## config.mk

```make
export PLATFORM = sky130hd
export DESIGN_NAME = tx_byte_queue
export DESIGN_NICKNAME = d
export VERILOG_FILES = /design/src/rtl/tx_byte_queue.sv
export SDC_FILE = /design/constraint.sdc
export NUM_CORES = 1
export LEC_CHECK = 0
export ABC_AREA = 1
export CORE_MARGIN = 3
export CORE_UTILIZATION = 38
export DETAILED_ROUTE_END_ITERATION = 16
export HOLD_SLACK_MARGIN = 0.02
export PLACE_DENSITY = 0.62
export SLEW_MARGIN = 20
export SYNTH_ARGS = -nofsm -noshare
export SYNTH_HDL_FRONTEND = slang
export SYNTH_SLANG_ARGS = --single-unit
```

## constraint.sdc

```tcl
create_clock -name clk -period 5 [get_ports clk]
set_input_delay 1.5 -clock clk [delete_from_list [all_inputs] [get_ports clk]]
set_output_delay 1.5 -clock clk [all_outputs]
set_load 0.005 [all_outputs]
```

## src/rtl/tx_byte_queue.sv

```systemverilog
// tx_byte_queue: byte FIFO plus drain controller feeding a UART transmitter.
//
// Bytes from the keyboard/switch send logic are written with single-cycle
// strobes at any rate. The drain controller pops one byte at a time. It
// pops only while the UART is idle, so a byte written during a transmission
// waits in the queue instead of being lost.
//
// Ports:
//   clk      in   system clock, rising edge
//   rst_n    in   asynchronous active-low reset
//   wr_data  in   byte to enqueue
//   wr_en    in   one-cycle write strobe
//   flush    in   synchronous clear of all queued bytes
//   full     out  queue holds 2**ADDR_W bytes
//   empty    out  queue holds no bytes
//   count    out  queued bytes, excluding the byte in flight
//   drop     out  one-cycle pulse: previous-cycle write rejected (queue full)
//   tx_data  out  byte presented to the UART, held from start to next pop
//   tx_start out  one-cycle start pulse to the UART
//   tx_busy  in   UART transmitter busy

module tx_byte_queue #(
   parameter int unsigned DATA_W    = 8,
   parameter int unsigned ADDR_W    = 4,
   parameter int unsigned BUSY_WAIT = 3
) (
   input  logic              clk,
   input  logic              rst_n,
   input  logic [DATA_W-1:0] wr_data,
   input  logic              wr_en,
   input  logic              flush,
   output logic              full,
   output logic              empty,
   output logic [ADDR_W:0]   count,
   output logic              drop,
   output logic [DATA_W-1:0] tx_data,
   output logic              tx_start,
   input  logic              tx_busy
);

   localparam int unsigned Depth = 2 ** ADDR_W;
   localparam int unsigned CntW  = (BUSY_WAIT > 1) ? $clog2(BUSY_WAIT) : 1;
   localparam logic [CntW-1:0] WaitLast = CntW'(BUSY_WAIT - 1);

   typedef enum logic [1:0] {
      StIdle,
      StStart,
      StWaitBusy,
      StWaitDone
   } state_e;

   // ------------------------------------------------------------------
   // State
   // ------------------------------------------------------------------
   logic [DATA_W-1:0] mem_q [Depth];

   logic [ADDR_W-1:0] wr_ptr_q, wr_ptr_d;
   logic [ADDR_W-1:0] rd_ptr_q, rd_ptr_d;
   logic [ADDR_W:0]   count_q, count_d;
   logic              drop_q, drop_d;

   state_e            state_q, state_d;
   logic [CntW-1:0]   wait_cnt_q, wait_cnt_d;
   logic [DATA_W-1:0] tx_data_q, tx_data_d;
   logic              tx_start_q, tx_start_d;

   logic full_w;
   logic empty_w;
   logic pop;
   logic push;

   // ------------------------------------------------------------------
   // Queue status and handshake
   // ------------------------------------------------------------------
   assign full_w  = (count_q == (ADDR_W + 1)'(Depth));
   assign empty_w = (count_q == '0);

   // Pop is judged on registered count only, so a byte written into an
   // empty queue is popped one edge later (no write-to-read bypass).
   assign pop  = (state_q == StIdle) && !empty_w && !tx_busy;

   // A pop in the same cycle frees the slot the write needs. Flush wins
   // over any write and suppresses the drop pulse.
   assign push = wr_en && !flush && (!full_w || pop);

   // ------------------------------------------------------------------
   // Pointer / count next state
   // ------------------------------------------------------------------
   always_comb begin
      wr_ptr_d = wr_ptr_q;
      rd_ptr_d = rd_ptr_q;
      count_d  = count_q;
      drop_d   = wr_en && !flush && full_w && !pop;

      if (flush) begin
         wr_ptr_d = '0;
         rd_ptr_d = '0;
         count_d  = '0;
      end else begin
         if (push) begin
            wr_ptr_d = wr_ptr_q + ADDR_W'(1);
         end
         if (pop) begin
            rd_ptr_d = rd_ptr_q + ADDR_W'(1);
         end
         unique case ({push, pop})
            2'b10:   count_d = count_q + (ADDR_W + 1)'(1);
            2'b01:   count_d = count_q - (ADDR_W + 1)'(1);
            default: count_d = count_q;
         endcase
      end
   end

   // ------------------------------------------------------------------
   // Drain controller next state
   // ------------------------------------------------------------------
   always_comb begin
      state_d    = state_q;
      wait_cnt_d = wait_cnt_q;
      tx_data_d  = tx_data_q;
      tx_start_d = 1'b0;

      unique case (state_q)
         StIdle: begin
            if (pop) begin
               tx_data_d  = mem_q[rd_ptr_q];
               tx_start_d = 1'b1;
               state_d    = StStart;
            end
         end
         StStart: begin
            wait_cnt_d = '0;
            state_d    = StWaitBusy;
         end
         StWaitBusy: begin
            // A UART that never raises busy still releases the controller
            // after BUSY_WAIT cycles; the byte is treated as sent.
            if (tx_busy) begin
               state_d = StWaitDone;
            end else if (wait_cnt_q == WaitLast) begin
               state_d = StIdle;
            end else begin
               wait_cnt_d = wait_cnt_q + CntW'(1);
            end
         end
         StWaitDone: begin
            if (!tx_busy) begin
               state_d = StIdle;
            end
         end
      endcase
   end

   // ------------------------------------------------------------------
   // Registers
   // ------------------------------------------------------------------
   always_ff @(posedge clk or negedge rst_n) begin
      if (!rst_n) begin
         wr_ptr_q <= '0;
         rd_ptr_q <= '0;
         count_q  <= '0;
         drop_q   <= 1'b0;
      end else begin
         wr_ptr_q <= wr_ptr_d;
         rd_ptr_q <= rd_ptr_d;
         count_q  <= count_d;
         drop_q   <= drop_d;
      end
   end

   // Controller state and its registered outputs; flush does not touch it.
   always_ff @(posedge clk or negedge rst_n) begin
      if (!rst_n) begin
         state_q    <= StIdle;
         wait_cnt_q <= '0;
         tx_data_q  <= '0;
         tx_start_q <= 1'b0;
      end else begin
         state_q    <= state_d;
         wait_cnt_q <= wait_cnt_d;
         tx_data_q  <= tx_data_d;
         tx_start_q <= tx_start_d;
      end
   end

   // Storage needs no reset: a slot is only read after it has been written.
   always_ff @(posedge clk) begin
      if (push) begin
         mem_q[wr_ptr_q] <= wr_data;
      end
   end

   // ------------------------------------------------------------------
   // Outputs
   // ------------------------------------------------------------------
   assign full     = full_w;
   assign empty    = empty_w;
   assign count    = count_q;
   assign drop     = drop_q;
   assign tx_data  = tx_data_q;
   assign tx_start = tx_start_q;

   // ------------------------------------------------------------------
   // Internal consistency
   // ------------------------------------------------------------------
   a_count_range: assert property (@(posedge clk) disable iff (!rst_n)
      count_q <= (ADDR_W + 1)'(Depth));

   a_start_in_start: assert property (@(posedge clk) disable iff (!rst_n)
      tx_start_q == (state_q == StStart));

endmodule
```

==> impl_metrics.csv, run 1 <==
group,metric,value,unit
clock_network,cts_hold_buf,0,
power,peakVddDrop,0.248,mV
power,p_leak,0.00354,uW
power,switching_share,24.0,%
timing,min_period_over_period,67.7,%
route,drc_errors,0,
logic_synthesis,netlist_instances,705,
place,place_inst,939,
power,p_comb_share,10.8,%
logic_synthesis,synth.area.top_cells,"edfxtp_1 55%, nand2_1 12%, dfrtp_1 9.6%",
clock_network,cts_tree,"done",
cells_and_area,fin_nets,752,
cells_and_area,fin_cells,971,
cells_and_area,area_growth_syn_to_layout,15.4,%
global_routing,grt_use_total,16.7,%
logic_synthesis,syn_nets,728,
timing,worst_slew_pin_slew,1.05,ns
timing,fin_crit,3.38,ns
place,hpwl,10100,um
logic_synthesis,yosysTopAreaCellShare,54.7,%
global_routing,grt_start_max_net_pins,67,
timing,setup_violations,0,
timing,rsz0062_at_grt,"no",
place,io_buffers,29,
critical_path,path_class,"input port to register",
logic_synthesis,synth-edff-count,128,
die,rows,49,
critical_path,crit_path_start_kind,"input port",
die,start_util,38.9,%
route,wl_per_cell,16.3,um
clock_network,cts_resized,0,
timing,fmax,296,MHz
global_routing,antenna_found_initial,0,
clock_network,cts_buffer_depth,2,
power,power.density,397,nW/um2
cells_and_area,n_antenna_cell,0,
power,clockPowerShare,42.8,%
global_routing,grt-ovfl-total,0,
critical_path,worstPathArrival,3.44,ns
logic_synthesis,ys_types,32,
die,dieArea,20200,um2
logic_synthesis,synthFlopType,"edfxtp_1",
logic_synthesis,ys.warnings.count,0,
die,die_w,142,um
job,maxCapViolations,0,
clock_network,cts_max_level,4,
logic_synthesis,async_flop_share,17.4,%
status,status,"finished, final reports clean",
route,drt_wl_total,15800,um
global_routing,grt_pass1_wl,25300,um
clock_network,clock-sinks,155,
timing,hold_ws,0.501,ns
cells_and_area,final_cell_mix,"219 x nand2_1, 128 x edfxtp_1, 112 x inv_1, 112 x nand3_1, 29 x clkdlybuf4s50_1",
cells_and_area,fin_util,44.9,%
die,core-area,18100,um2
timing,hold_viol_final,0,
timing,setup_tns,0,ns
route,viasPerCell,4.80,
cells_and_area,drive_gt1_share,8.22,%
die,die_height,142,um
clock_network,clkTransAtPathRegs,0.06,ns
logic_synthesis,synth_seq_cells,155,
logic_synthesis,seq_area_frac_synth,64.3,%
clock_network,post_cts_buffers,0,
critical_path,end_kind,"register",
timing,drv_slew,0,
die,pin_count,30,
hold_path,hold_class,"register to register",
logic_synthesis,synth_area_leader_cell,"edfxtp_1",
timing,finClkSkew,0.00604,ns
critical_path,path_max_fanout,13,
route,dr.pass1.iters,5,
power,p_total,3220,uW
timing,relSlewSlack,29.2,%
route,ant_nets,0,
clock_network,cts_root_buf,"clkbuf_16",
route,dr_total_vias,4663,
logic_synthesis,syn_avg_cell_area,9.97,um2
cells_and_area,layout.cells.most_common,"nand2_1",
route,first_iter_violations,398,
power,intPower,2450,uW
power,power_frac_seq,46.4,%
power,p_switching,774,uW
place,gp_congestion,0.834,
global_routing,grt_pass1_vias,4467,
clock_network,clk_latency,0.42,ns
critical_path,worstPathRequired,5.05,ns
logic_synthesis,synth_area,7030,um2
clock_network,cts_buffers,17,
## path summary, 6_finish.rpt
path                             start           to  slack, ns  cells past startpoint
max reg2reg                rd_ptr_q[1]   tx_data[6]       2.27                      8
max in group asynchronous        rst_n  rd_ptr_q[0]       3.27                      2
max                            tx_busy  mem_q[3][2]       1.62                      8
min reg2reg                 tx_data[0]   tx_data[0]       0.50                      2
min in group asynchronous        rst_n   state_q[1]       1.45                      2
min                         tx_data[0]   tx_data[0]       0.50                      2
## sequential cells by signal, indices dropped and copies added (netlist names)
| name | flops |
|---|---|
| mem_q | 128 |
| tx_data | 8 |
| count | 5 |
| rd_ptr_q | 4 |
| wr_ptr_q | 4 |
| state_q | 2 |
| wait_cnt_q | 2 |
| drop | 1 |
| tx_start | 1 |
## layer usage
metal	vias up	global-route usage (%)	part of all wire [%]
li1	2308	-	-
met1	2227	23.5	46
met2	110	25.5	47
met3	18	3.49	4.4
met4	0	6.36	2.1
met5	-	0	0
## cell usage after synthesis, types with 3 or more instances
cell	number
xor2_1	4
inv_1	113
buf_4	7
a21oi_1	4
nand2_2	8
inv_2	6
clkbuf_1	4
nor2_1	20
ha_1	9
nand2_4	3
edfxtp_1	128
nand2_1	219
nand3_1	112
dfrtp_1	27
o21ai_1	7
buf_2	14
## cells by family after synthesis
group | count (synthesis) | synth area share [%]
multiplexers | 1 | 0.142
AO/OA/AOI/OAI | 16 | 1.35
adder cells (fa/ha/maj) | 10 | 1.89
XOR/XNOR | 5 | 0.623
flip-flops | 155 | 64.3
AND/OR/NAND/NOR | 369 | 23.0
buffers and inverters | 149 | 8.72
## per-stage QoR
stage / worst slack, ns / instance area (um2)
floorplan: 2.19 / 7030
global placement: 1.21 / 7480
detailed placement: 1.17 / 7480
CTS: 1.61 / 8110
global route: 1.43 / 8120
finish: 1.62 / 8120
## final cells by class
class	count	area (um2)
fill	1636	9970
clock buffer	17	425
multi-input combinational	401	1900
tap	229	287
timing repair buffer	32	313
sequential	155	4520
clock inverter	15	209
inverter	122	462
## worst max-delay path: stages
cell and delay (ns):
clkdlybuf4s50_1 0.47, nor2_4 0.19, nand2_2 0.23, nand2_2 0.14, nand2_2 0.10, inv_4 0.11
nand2_2 0.12, nor2_1 0.57
## power groups by stage
| stage | Clock [uW] | Sequential [uW] | Combinational [uW] |
|---|---|---|---|
| after global placement | 0 | 1530 | 352 |
| after floorplan | 0 | 1520 | 197 |
| after CTS | 1390 | 1500 | 356 |
| after detailed placement | 0 | 1520 | 355 |
| final | 1380 | 1500 | 349 |
| after global routing | 1450 | 1500 | 392 |
(Power assumes the default switching activity.)
==> inputs of run 2 (changes only) <==
clock period = 3.25 ns   (was 5 ns; I/O delays follow)
==> run 2 against run 1 <==
Net effect:
- core utilization grew 1.1 points
- first-iteration DRC count grew 7.0%
- register-to-register slack lost 1.0 ns
- setup slack lost 1.2 ns
- global-route usage shrank 0.24 points
==> impl_metrics.csv, run 2 (same netlist as run 1, synthesis figures left out) <==
group,metric,value,unit
status,status,"finished, final reports clean",
cells_and_area,layout.cells.most_common,"nand2_1",
critical_path,reg2reg_setup_slack,1.26,ns
clock_network,cts_resized,0,
timing,min_period_over_period,86.7,%
timing,rsz0062_at_grt,"no",
timing,fmax,355,MHz
clock_network,cts_buffer_depth,2,
route,drt_wl_total,15500,um
die,core-area,18100,um2
critical_path,cp_cell_sequence,"nor2_2 -> nand3_1 -> inv_1 -> clkdlybuf4s50_1",
critical_path,path_max_fanout,5,
global_routing,grt_start_max_net_pins,67,
global_routing,grt_pass1_wl,25100,um
route,wl_met1,6790,um
timing,setup_tns,0,ns
timing,worst_slew_pin_slew,0.775,ns
place,hpwl,10100,um
power,power.density,600,nW/um2
place,gp_congestion,0.842,
hold_path,holdPathStages,2,
critical_path,end_kind,"output pin",
critical_path,reg2regPathDepth,7,
route,wl_per_cell,15.6,um
die,start_util,38.9,%
clock_network,cts_tree,"done",
job,maxCapViolations,0,
clock_network,clk_latency,0.42,ns
timing,hold_ws,0.480,ns
route,ant_nets,0,
timing,layout_setup_ws,0.431,ns
power,p_leak,0.00366,uW
clock_network,cts_buffers,17,
hold_path,hold_class,"register to register",
hold_path,hold_end,"tx_data[4]",
timing,drv_slew,0,
hold_path,hp-start,"tx_data[4]",
place,post-place-ws,0.345,ns
die,rows,49,
critical_path,slowest_stage,"clkdlybuf4s50_1",
route,dr.pass1.iters,5,
global_routing,grt_use_total,16.4,%
die,dieArea,20200,um2
clock_network,post_cts_buffers,0,
route,wl_met3,649,um
timing,setup_violations,0,
critical_path,path_class,"register to output pin",
clock_network,cts_max_level,4,
route,viasPerCell,4.76,
die,pin_count,30,
cells_and_area,drive_gt1_share,11.1,%
critical_path,crit_path_start_kind,"register",
power,p_total,4990,uW
cells_and_area,top_register,"mem_q",
cells_and_area,n_antenna_cell,0,
place,io_buffers,29,
clock_network,cts_root_buf,"clkbuf_16",
cells_and_area,largest_reg_flops,128,
cells_and_area,fin_util,46.0,%
route,wl_met2,7700,um
timing,hold_viol_final,0,
die,die_w,142,um
cells_and_area,fillers,1626,
global_routing,antenna_found_initial,0,
cells_and_area,area_growth_syn_to_layout,18.3,%
clock_network,clock-sinks,155,
timing,relSlewSlack,48.2,%
global_routing,grt_pass1_vias,4728,
critical_path,worstPathArrival,1.84,ns
clock_network,clkTransAtPathRegs,0.06,ns
critical_path,cp_slowest_stage_delay,0.51,ns
critical_path,rr_endpoint,"tx_data[6]",
critical_path,worstPathRequired,2.27,ns
cells_and_area,fin_nets,776,
die,die_height,142,um
route,first_iter_violations,426,
route,top_layer_used,"met4",
route,dr_total_vias,4733,
cells_and_area,final_cell_mix,"219 x nand2_1, 128 x edfxtp_1, 113 x inv_1, 112 x nand3_1, 29 x clkdlybuf4s50_1",
route,drc_errors,0,
clock_network,cts_hold_buf,0,
global_routing,grt-ovfl-total,0,
power,peakVddDrop,0.352,mV
critical_path,r2r_start,"rd_ptr_q[2]",
timing,fin_crit,2.82,ns
timing,finClkSkew,0.00632,ns
-- run 2: worst max-delay path by stage --
stage	startpoint	cells past startpoint	slack (ns)	to
2_1_floorplan	flush	13	0.96	count[4]
3_3_place_gp	flush	14	0.37	count[4]
3_5_place_dp	flush	12	0.35	count[4]
4_1_cts	count[1]	4	0.41	full
5_1_grt	count[1]	4	0.34	full
6_report	count[1]	4	0.43	full
-- run 2: routing by layer --
metal,vias up,track usage (%)
li1,2359,-
met2,103,27.3
met3,23,3.19
met1,2248,21.1
met5,-,0
met4,0,6.82
-- run 2: where the power goes --
group / total, uW / internal (uW) / switching, uW / leakage, uW
Clock: 2140 / 1360 / 782 / 0.000302
Sequential: 2300 / 2250 / 49.4 / 0.00151
Combinational: 552 / 231 / 321 / 0.00185
-- run 2: stage by stage --
| stage | cell area (um2) | std cells |
|---|---|---|
| global route | 8320 | 995 |
| CTS | 8320 | 995 |
| global placement | 7670 | 963 |
| detailed placement | 7670 | 963 |
| floorplan | 7030 | 705 |
| finish | 8320 | 995 |
-- run 2: final cells by class --
cell class              instances  area (um2)  area share, %
repair buffers                 56         505           6.08
flip-flops and latches        155        4520           54.3
well taps                     229         287           3.44
clock buffers                  17         425           5.11
multi-input cells             401        1900           22.8
inverters                     122         460           5.53
clock inverters                15         221           2.66
-- run 2: worst max-delay path, delay by kind of cell (launching register included) --
kind	cells	cell delay (ns)
buffers and inverters	2	0.64
flip-flops	1	0.45
AND/OR/NAND/NOR	2	0.33
